--- src/rtl/color_channel_ctrl.sv ---
// color_channel_ctrl
//   Debounces three push-buttons and maintains a packed multi-channel colour
//   word. PB[1] cycles the selected channel. PB[2] increments the selected
//   channel and PB[0] decrements it, each with optional auto-repeat while held.
//   A LOAD strobe overwrites the whole word.
//
// Ports
//   CLK         in   clock
//   RESET       in   synchronous, active-high reset
//   PB[2:0]     in   raw async buttons: [2]=increment, [1]=select, [0]=decrement
//   WRAP_EN     in   0 = saturate at field limits, 1 = wrap modulo 2^w
//   LOAD_VALID  in   single-cycle strobe that overwrites COLOR
//   LOAD_DATA   in   value written on LOAD_VALID
//   COLOR       out  registered packed colour word (channel 0 in the LSBs)
//   SEL_IDX     out  registered index of the selected channel
//   CHANGED     out  one-cycle pulse, aligned with each new COLOR value
module color_channel_ctrl #(
    parameter int unsigned         N_CH            = 3,
    parameter logic [4*N_CH-1:0]   CH_WIDTHS       = 12'h565,
    parameter int unsigned         TOTAL_W         = 16,
    parameter logic [TOTAL_W-1:0]  RESET_COLOR     = '0,
    parameter int unsigned         DEBOUNCE_CYCLES = 500000,
    parameter int unsigned         REPEAT_DELAY    = 5000000,
    parameter int unsigned         REPEAT_PERIOD   = 1000000
) (
    input  logic                      CLK,
    input  logic                      RESET,
    input  logic [2:0]                PB,
    input  logic                      WRAP_EN,
    input  logic                      LOAD_VALID,
    input  logic [TOTAL_W-1:0]        LOAD_DATA,
    output logic [TOTAL_W-1:0]        COLOR,
    output logic [$clog2(N_CH)-1:0]   SEL_IDX,
    output logic                      CHANGED
);

    localparam int unsigned SEL_W    = $clog2(N_CH);
    localparam int unsigned DB_W     = (DEBOUNCE_CYCLES > 0) ? $clog2(DEBOUNCE_CYCLES + 1) : 1;
    localparam int unsigned HOLD_MAX = (REPEAT_DELAY > REPEAT_PERIOD) ?
                                       ((REPEAT_DELAY > 0) ? REPEAT_DELAY : 1) :
                                       ((REPEAT_PERIOD > 0) ? REPEAT_PERIOD : 1);
    localparam int unsigned HOLD_W   = $clog2(HOLD_MAX + 1);

    localparam logic [DB_W-1:0]   DB_MAX = DB_W'(DEBOUNCE_CYCLES);
    localparam logic [HOLD_W:0]   RD_L   = (HOLD_W + 1)'(REPEAT_DELAY);
    localparam logic [HOLD_W:0]   RP_L   = (HOLD_W + 1)'(REPEAT_PERIOD);

    typedef enum logic [1:0] {IDLE, DELAY, REPEAT} state_t;

    // Width of channel c
    function automatic int unsigned ch_w(input int unsigned c);
        return 32'(CH_WIDTHS[4*c +: 4]);
    endfunction

    // Bit offset of channel c inside COLOR
    function automatic int unsigned ch_off(input int unsigned c);
        int unsigned acc;
        acc = 0;
        for (int unsigned i = 0; i < N_CH; i++) begin
            if (i < c) acc = acc + ch_w(i);
        end
        return acc;
    endfunction

    function automatic logic [TOTAL_W-1:0] field_mask(input int unsigned w);
        logic [TOTAL_W-1:0] m;
        m = '0;
        for (int unsigned b = 0; b < TOTAL_W; b++) begin
            if (b < w) m[b] = 1'b1;
        end
        return m;
    endfunction

    logic [2:0]          sync1, sync2;
    logic [2:0]          db;
    logic [DB_W-1:0]     db_cnt [3];

    state_t              state;
    logic [2:0]          held;
    logic [HOLD_W-1:0]   hold_cnt;
    logic [HOLD_W:0]     hold_next;

    logic                db_one_hot;
    logic                fire;
    logic [2:0]          act;

    int unsigned         sel_off;
    logic [TOTAL_W-1:0]  sel_mask;
    logic [TOTAL_W-1:0]  field;
    logic [TOTAL_W-1:0]  field_new;
    logic [TOTAL_W-1:0]  color_act;

    // Synchroniser and per-bit debounce: DB follows the synchronised level
    // only after it has differed for DEBOUNCE_CYCLES+1 consecutive samples.
    always_ff @(posedge CLK) begin
        if (RESET) begin
            sync1 <= '0;
            sync2 <= '0;
            db    <= '0;
            for (int unsigned b = 0; b < 3; b++) db_cnt[b] <= '0;
        end else begin
            sync1 <= PB;
            sync2 <= sync1;
            for (int unsigned b = 0; b < 3; b++) begin
                if (sync2[b] == db[b]) begin
                    db_cnt[b] <= '0;
                end else if (db_cnt[b] == DB_MAX) begin
                    db[b]     <= sync2[b];
                    db_cnt[b] <= '0;
                end else begin
                    db_cnt[b] <= db_cnt[b] + DB_W'(1);
                end
            end
        end
    end

    assign db_one_hot = (db == 3'b001) || (db == 3'b010) || (db == 3'b100);
    assign hold_next  = {1'b0, hold_cnt} + (HOLD_W + 1)'(1);

    // Action timing
    always_comb begin
        fire = 1'b0;
        act  = held;
        case (state)
            IDLE: begin
                fire = db_one_hot;
                act  = db;
            end
            DELAY:  fire = (db == held) && !held[1] && (REPEAT_PERIOD != 0) && (hold_next >= RD_L);
            REPEAT: fire = (db == held) && (hold_next >= RP_L);
            default: fire = 1'b0;
        endcase
    end

    // Field arithmetic on the selected channel, done in full-word width with
    // a runtime mask/offset so channel widths can differ.
    always_comb begin
        sel_off  = 0;
        sel_mask = '0;
        for (int unsigned i = 0; i < N_CH; i++) begin
            if (SEL_IDX == SEL_W'(i)) begin
                sel_off  = ch_off(i);
                sel_mask = field_mask(ch_w(i));
            end
        end
        field = (COLOR >> sel_off) & sel_mask;
        if (act[2]) begin
            field_new = (!WRAP_EN && field == sel_mask) ? field : ((field + TOTAL_W'(1)) & sel_mask);
        end else if (act[0]) begin
            field_new = (!WRAP_EN && field == '0) ? field : ((field - TOTAL_W'(1)) & sel_mask);
        end else begin
            field_new = field;
        end
        color_act = (COLOR & ~(sel_mask << sel_off)) | (field_new << sel_off);
    end

    always_ff @(posedge CLK) begin
        if (RESET) begin
            state    <= IDLE;
            held     <= '0;
            hold_cnt <= '0;
            COLOR    <= RESET_COLOR;
            SEL_IDX  <= '0;
            CHANGED  <= 1'b0;
        end else begin
            case (state)
                IDLE: begin
                    if (db_one_hot) begin
                        state    <= DELAY;
                        held     <= db;
                        hold_cnt <= '0;
                    end
                end
                DELAY, REPEAT: begin
                    if (db != held) begin
                        state    <= IDLE;
                        hold_cnt <= '0;
                    end else if (fire) begin
                        state    <= REPEAT;
                        hold_cnt <= '0;
                    end else if (hold_cnt != '1) begin
                        hold_cnt <= hold_cnt + HOLD_W'(1);
                    end
                end
                default: state <= IDLE;
            endcase

            // A load discards any button action firing in the same cycle,
            // including a select; the FSM still advances normally.
            if (LOAD_VALID) begin
                COLOR   <= LOAD_DATA;
                CHANGED <= (LOAD_DATA != COLOR);
            end else if (fire && (act[2] || act[0])) begin
                COLOR   <= color_act;
                CHANGED <= (color_act != COLOR);
            end else begin
                CHANGED <= 1'b0;
            end

            if (!LOAD_VALID && fire && act[1]) begin
                SEL_IDX <= (SEL_IDX == SEL_W'(N_CH - 1)) ? '0 : SEL_IDX + SEL_W'(1);
            end
        end
    end

endmodule

--- config.mk ---
export PLATFORM = sky130hd
export DESIGN_NAME = color_channel_ctrl
export DESIGN_NICKNAME = d
export VERILOG_FILES = /design/src/rtl/color_channel_ctrl.sv
export SDC_FILE = /design/constraint.sdc
export NUM_CORES = 1
export LEC_CHECK = 0
export CAP_MARGIN = 15
export CORE_MARGIN = 2
export CORE_UTILIZATION = 28
export DETAILED_ROUTE_END_ITERATION = 7
export GPL_TIMING_DRIVEN = 0
export HOLD_SLACK_MARGIN = 0.1
export PLACE_DENSITY = 0.46
export SLEW_MARGIN = 30
export SYNTH_ARGS = -nofsm -noshare
export SYNTH_HDL_FRONTEND = slang
export SYNTH_SLANG_ARGS = --single-unit
--- constraint.sdc ---
create_clock -name CLK -period 11.11 [get_ports CLK]
set_input_delay 3.333 -clock CLK [delete_from_list [all_inputs] [get_ports CLK]]
set_output_delay 3.333 -clock CLK [all_outputs]
set_load 0.02 [all_outputs]
==> impl_metrics.yaml <==
timing:
  timing.final.crit_share: 0.592
  min_period_ns: 6.58
  fmax_mhz: 152
  fin_hold_ws_ns: 0.439
  setup_viol: 0
  worst-slew-pin-transition_ns: 0.931
  skew_ns: 0.0141
  rsz0062_at_grt: "no"
  slew_headroom: 0.377
  hold_violations: 0
  slew_viol_final: 0
  tns_ns: 0
clock_tree:
  cts_buffer_depth: 2
  postCtsSetupRepairBufs: 0
  cts_hold_buf: 0
  insertion_delay_ns: 0.42
  clkSinkCount: 113
  cts_resized: 0
  clkSlewWorstSetupHoldPaths_ns: 0.06
  cts-root-buf: "clkbuf_16"
  cts_max_level: 4
  cts_buffers: 17
  cts_tree: "built"
drt:
  detail_route.wl_per_cell_um: 16.9
  drc: 0
  first_pass_iters: 6
  routed_wirelength_um: 26000
  drtIter0Drc: 659
  viasPerCell: 5.16
  antenna_left: 0
  vias: 7938
global_route:
  antenna_found_initial: 0
  top_usage_layer: "met2"
  grt-ovfl-total: 0
  grt_pass1_wl_um: 42000
  grt_max_degree: 17
  use_met2: 0.268
  grt_use_total: 0.168
  grt_pass1_vias: 7761
  use_met3: 0.0320
  grtUsageMet1: 0.230
synth:
  synth_area_leaders: "edfxtp_1 20%, dfxtp_1 13%, nor2_1 5.0%, xor2_1 4.9%, nand2_1 4.5%"
  async_reset_ff_frac: 0
  yosys.area_share.adder: 0.0293
  synth_compound_area_frac: 0.181
  syn-mean-instance-area_um2: 8.38
  synth_xor_area_frac: 0.0768
  synth_cells: 1021
  yosysTopAreaCell: "edfxtp_1"
  yosys_most_used_dff: "edfxtp_1"
  yosysSeqAreaShare: 0.331
  muxShareOfSynthArea: 0.0459
  synth_top_family_by_area: "simple AND/OR/NAND/NOR gates"
  post-synth-top-count-cell: "nor2_1"
  synth_edf_count: 57
  synth_top_area_share: 0.200
  ys_seq_elements: 113
  synth-simple-area-share: 0.277
  ys_warn_count: 0
  yosysUniqueCellTypes: 94
  synth_commonest_cells: "113 x nor2_1, 103 x nand2_1, 59 x nand3_1"
  netlist_area_um2: 8550
critical_path:
  cp-end-kind: "flip-flop"
  critPathMaxFanout: 5
  worstPathCellList: "clkdlybuf4s50_1, nor2b_1, a21boi_0, a211o_1, mux2i_1, o32ai_2, nor3_1, or4_1, nor4_1, a31oi_1"
  start_kind: "input port"
  worstSetupPathType: "input port to flip-flop"
  worstPathArrival_ns: 6.85
  crit_required_ns: 11.38
  max_stage_delay_ns: 0.73
  cp_slowest_cell: "o32ai_2"
final_layout:
  num-nets-final: 1179
  fillers: 3123
  num_antenna_cells: 0
  multiInputGateArea_um2: 5440
  seq_area_um2: 2830
  drive_gt1_frac: 0.0766
  area_delta_synth_final_pct: 20.2
  stdcell_count: 1539
die:
  initial_utilization: 0.286
  core_area_um2: 29900
  die_h_um: 179
  io-pin-count: 42
  die_x_um: 179
  rows: 63
  die_area_um2: 32000
pwr:
  power_leakage_uw: 0.00356
  power_density_nw_per_um2: 112
  vdd_drop_max_mv: 0.0983
placement:
  gp_congestion: 0.905
  io_buffers: 40
  placed_cells: 1507
  dp_hpwl_um: 19100
flow_run:
  maxCapViolCount: 0
status:
  status: "finished, final reports clean"
hold_path:
  worstHoldPathType: "flip-flop to flip-flop"
[routing by layer]
metal	up-vias	part of all wire	wire length (um)
li1	3940	-	-
met1	3760	0.47	12400
met2	209	0.46	12000
met3	29	0.049	1280
met4	0	0.015	393
met5	-	0	0
[state kept, by name, indices dropped and copies added, names as in the netlist]
name      flops
CHANGED       1
COLOR        16
SEL_IDX       2
db            3
db_cnt       57
held          3
hold_cnt     23
state         2
sync1         3
sync2         3
[stage by stage]
step           power, uW  worst slack (ns)  instance area [um^2]   util
3_3_place_gp         583              4.17                  9650  0.323
3_5_place_dp         581              4.30                  9650  0.323
4_1_cts             1160              4.73                 10300  0.344
5_1_grt             1200              4.52                 10300  0.344
2_1_floorplan        537              5.65                  8760      -
6_report            1150              4.53                 10300  0.344
[power by group]
| group | internal [uW] | leakage, uW | switching (uW) | total, uW |
|---|---|---|---|---|
| registers | 452 | 0.00104 | 16.0 | 468 |
| clock network | 375 | 0.000302 | 199 | 574 |
| logic | 43.0 | 0.00222 | 63.1 | 106 |
| total | 871 | 0.00356 | 278 | 1150 |
[cell families (layout without fill, tap and decap cells)]
family / count (synthesis) / after routing
and+or+nand+nor: 460 / 460
AOI/OAI and AO/OA: 220 / 220
DFF: 113 / 113
buffers and inverters: 96 / 168
xor gates and xnor gates: 75 / 75
muxes: 36 / 36
adders and majority gates: 20 / 20
other: 1 / 57
[layout make-up]
class,count,share of cell area
clock inverters,8,0.00937
flip-flops and latches,113,0.276
inverters,34,0.0124
multi-input cells,868,0.529
repair buffers,40,0.0390
plain buffers,62,0.0360
clock buffers,24,0.0511
well taps,390,0.0475
[layout by cell type (no fill, tap or decap), drive strengths merged, types with 11 or more instances in the layout]
master,synthesis,layout
clkdlybuf4s50,0,40
nor4,23,23
inv,33,34
buf,19,19
xor2,48,48
conb,1,57
and2,11,11
nand4,15,15
nor2,117,117
nand2,104,104
ha,20,20
a211oi,15,15
nor2b,14,14
xnor2,27,27
nand3,60,60
a31oi,18,18
nor3,30,30
a21oi,44,44
or3,32,32
edfxtp,57,57
clkbuf,43,67
mux2i,28,28
dfxtp,56,56
o21ai,37,37
[critical path, delay by kind of cell]
| kind | cells | cell delay, ns |
|---|---|---|
| compound gates | 4 | 1.66 |
| simple gates | 4 | 1.21 |
| buf+inv | 1 | 0.49 |
| mux | 1 | 0.15 |
[worst paths after layout]
path                   start       end  slack, ns  depth (start not counted)
setup reg to reg  SEL_IDX[1]   CHANGED       5.67                         18
hold / removal      sync1[0]  sync2[0]       0.44                          1
setup / recovery     WRAP_EN   CHANGED       4.53                         10
hold reg to reg     sync1[0]  sync2[0]       0.44                          1
Note: power is estimated with default switching activity, not from simulation.
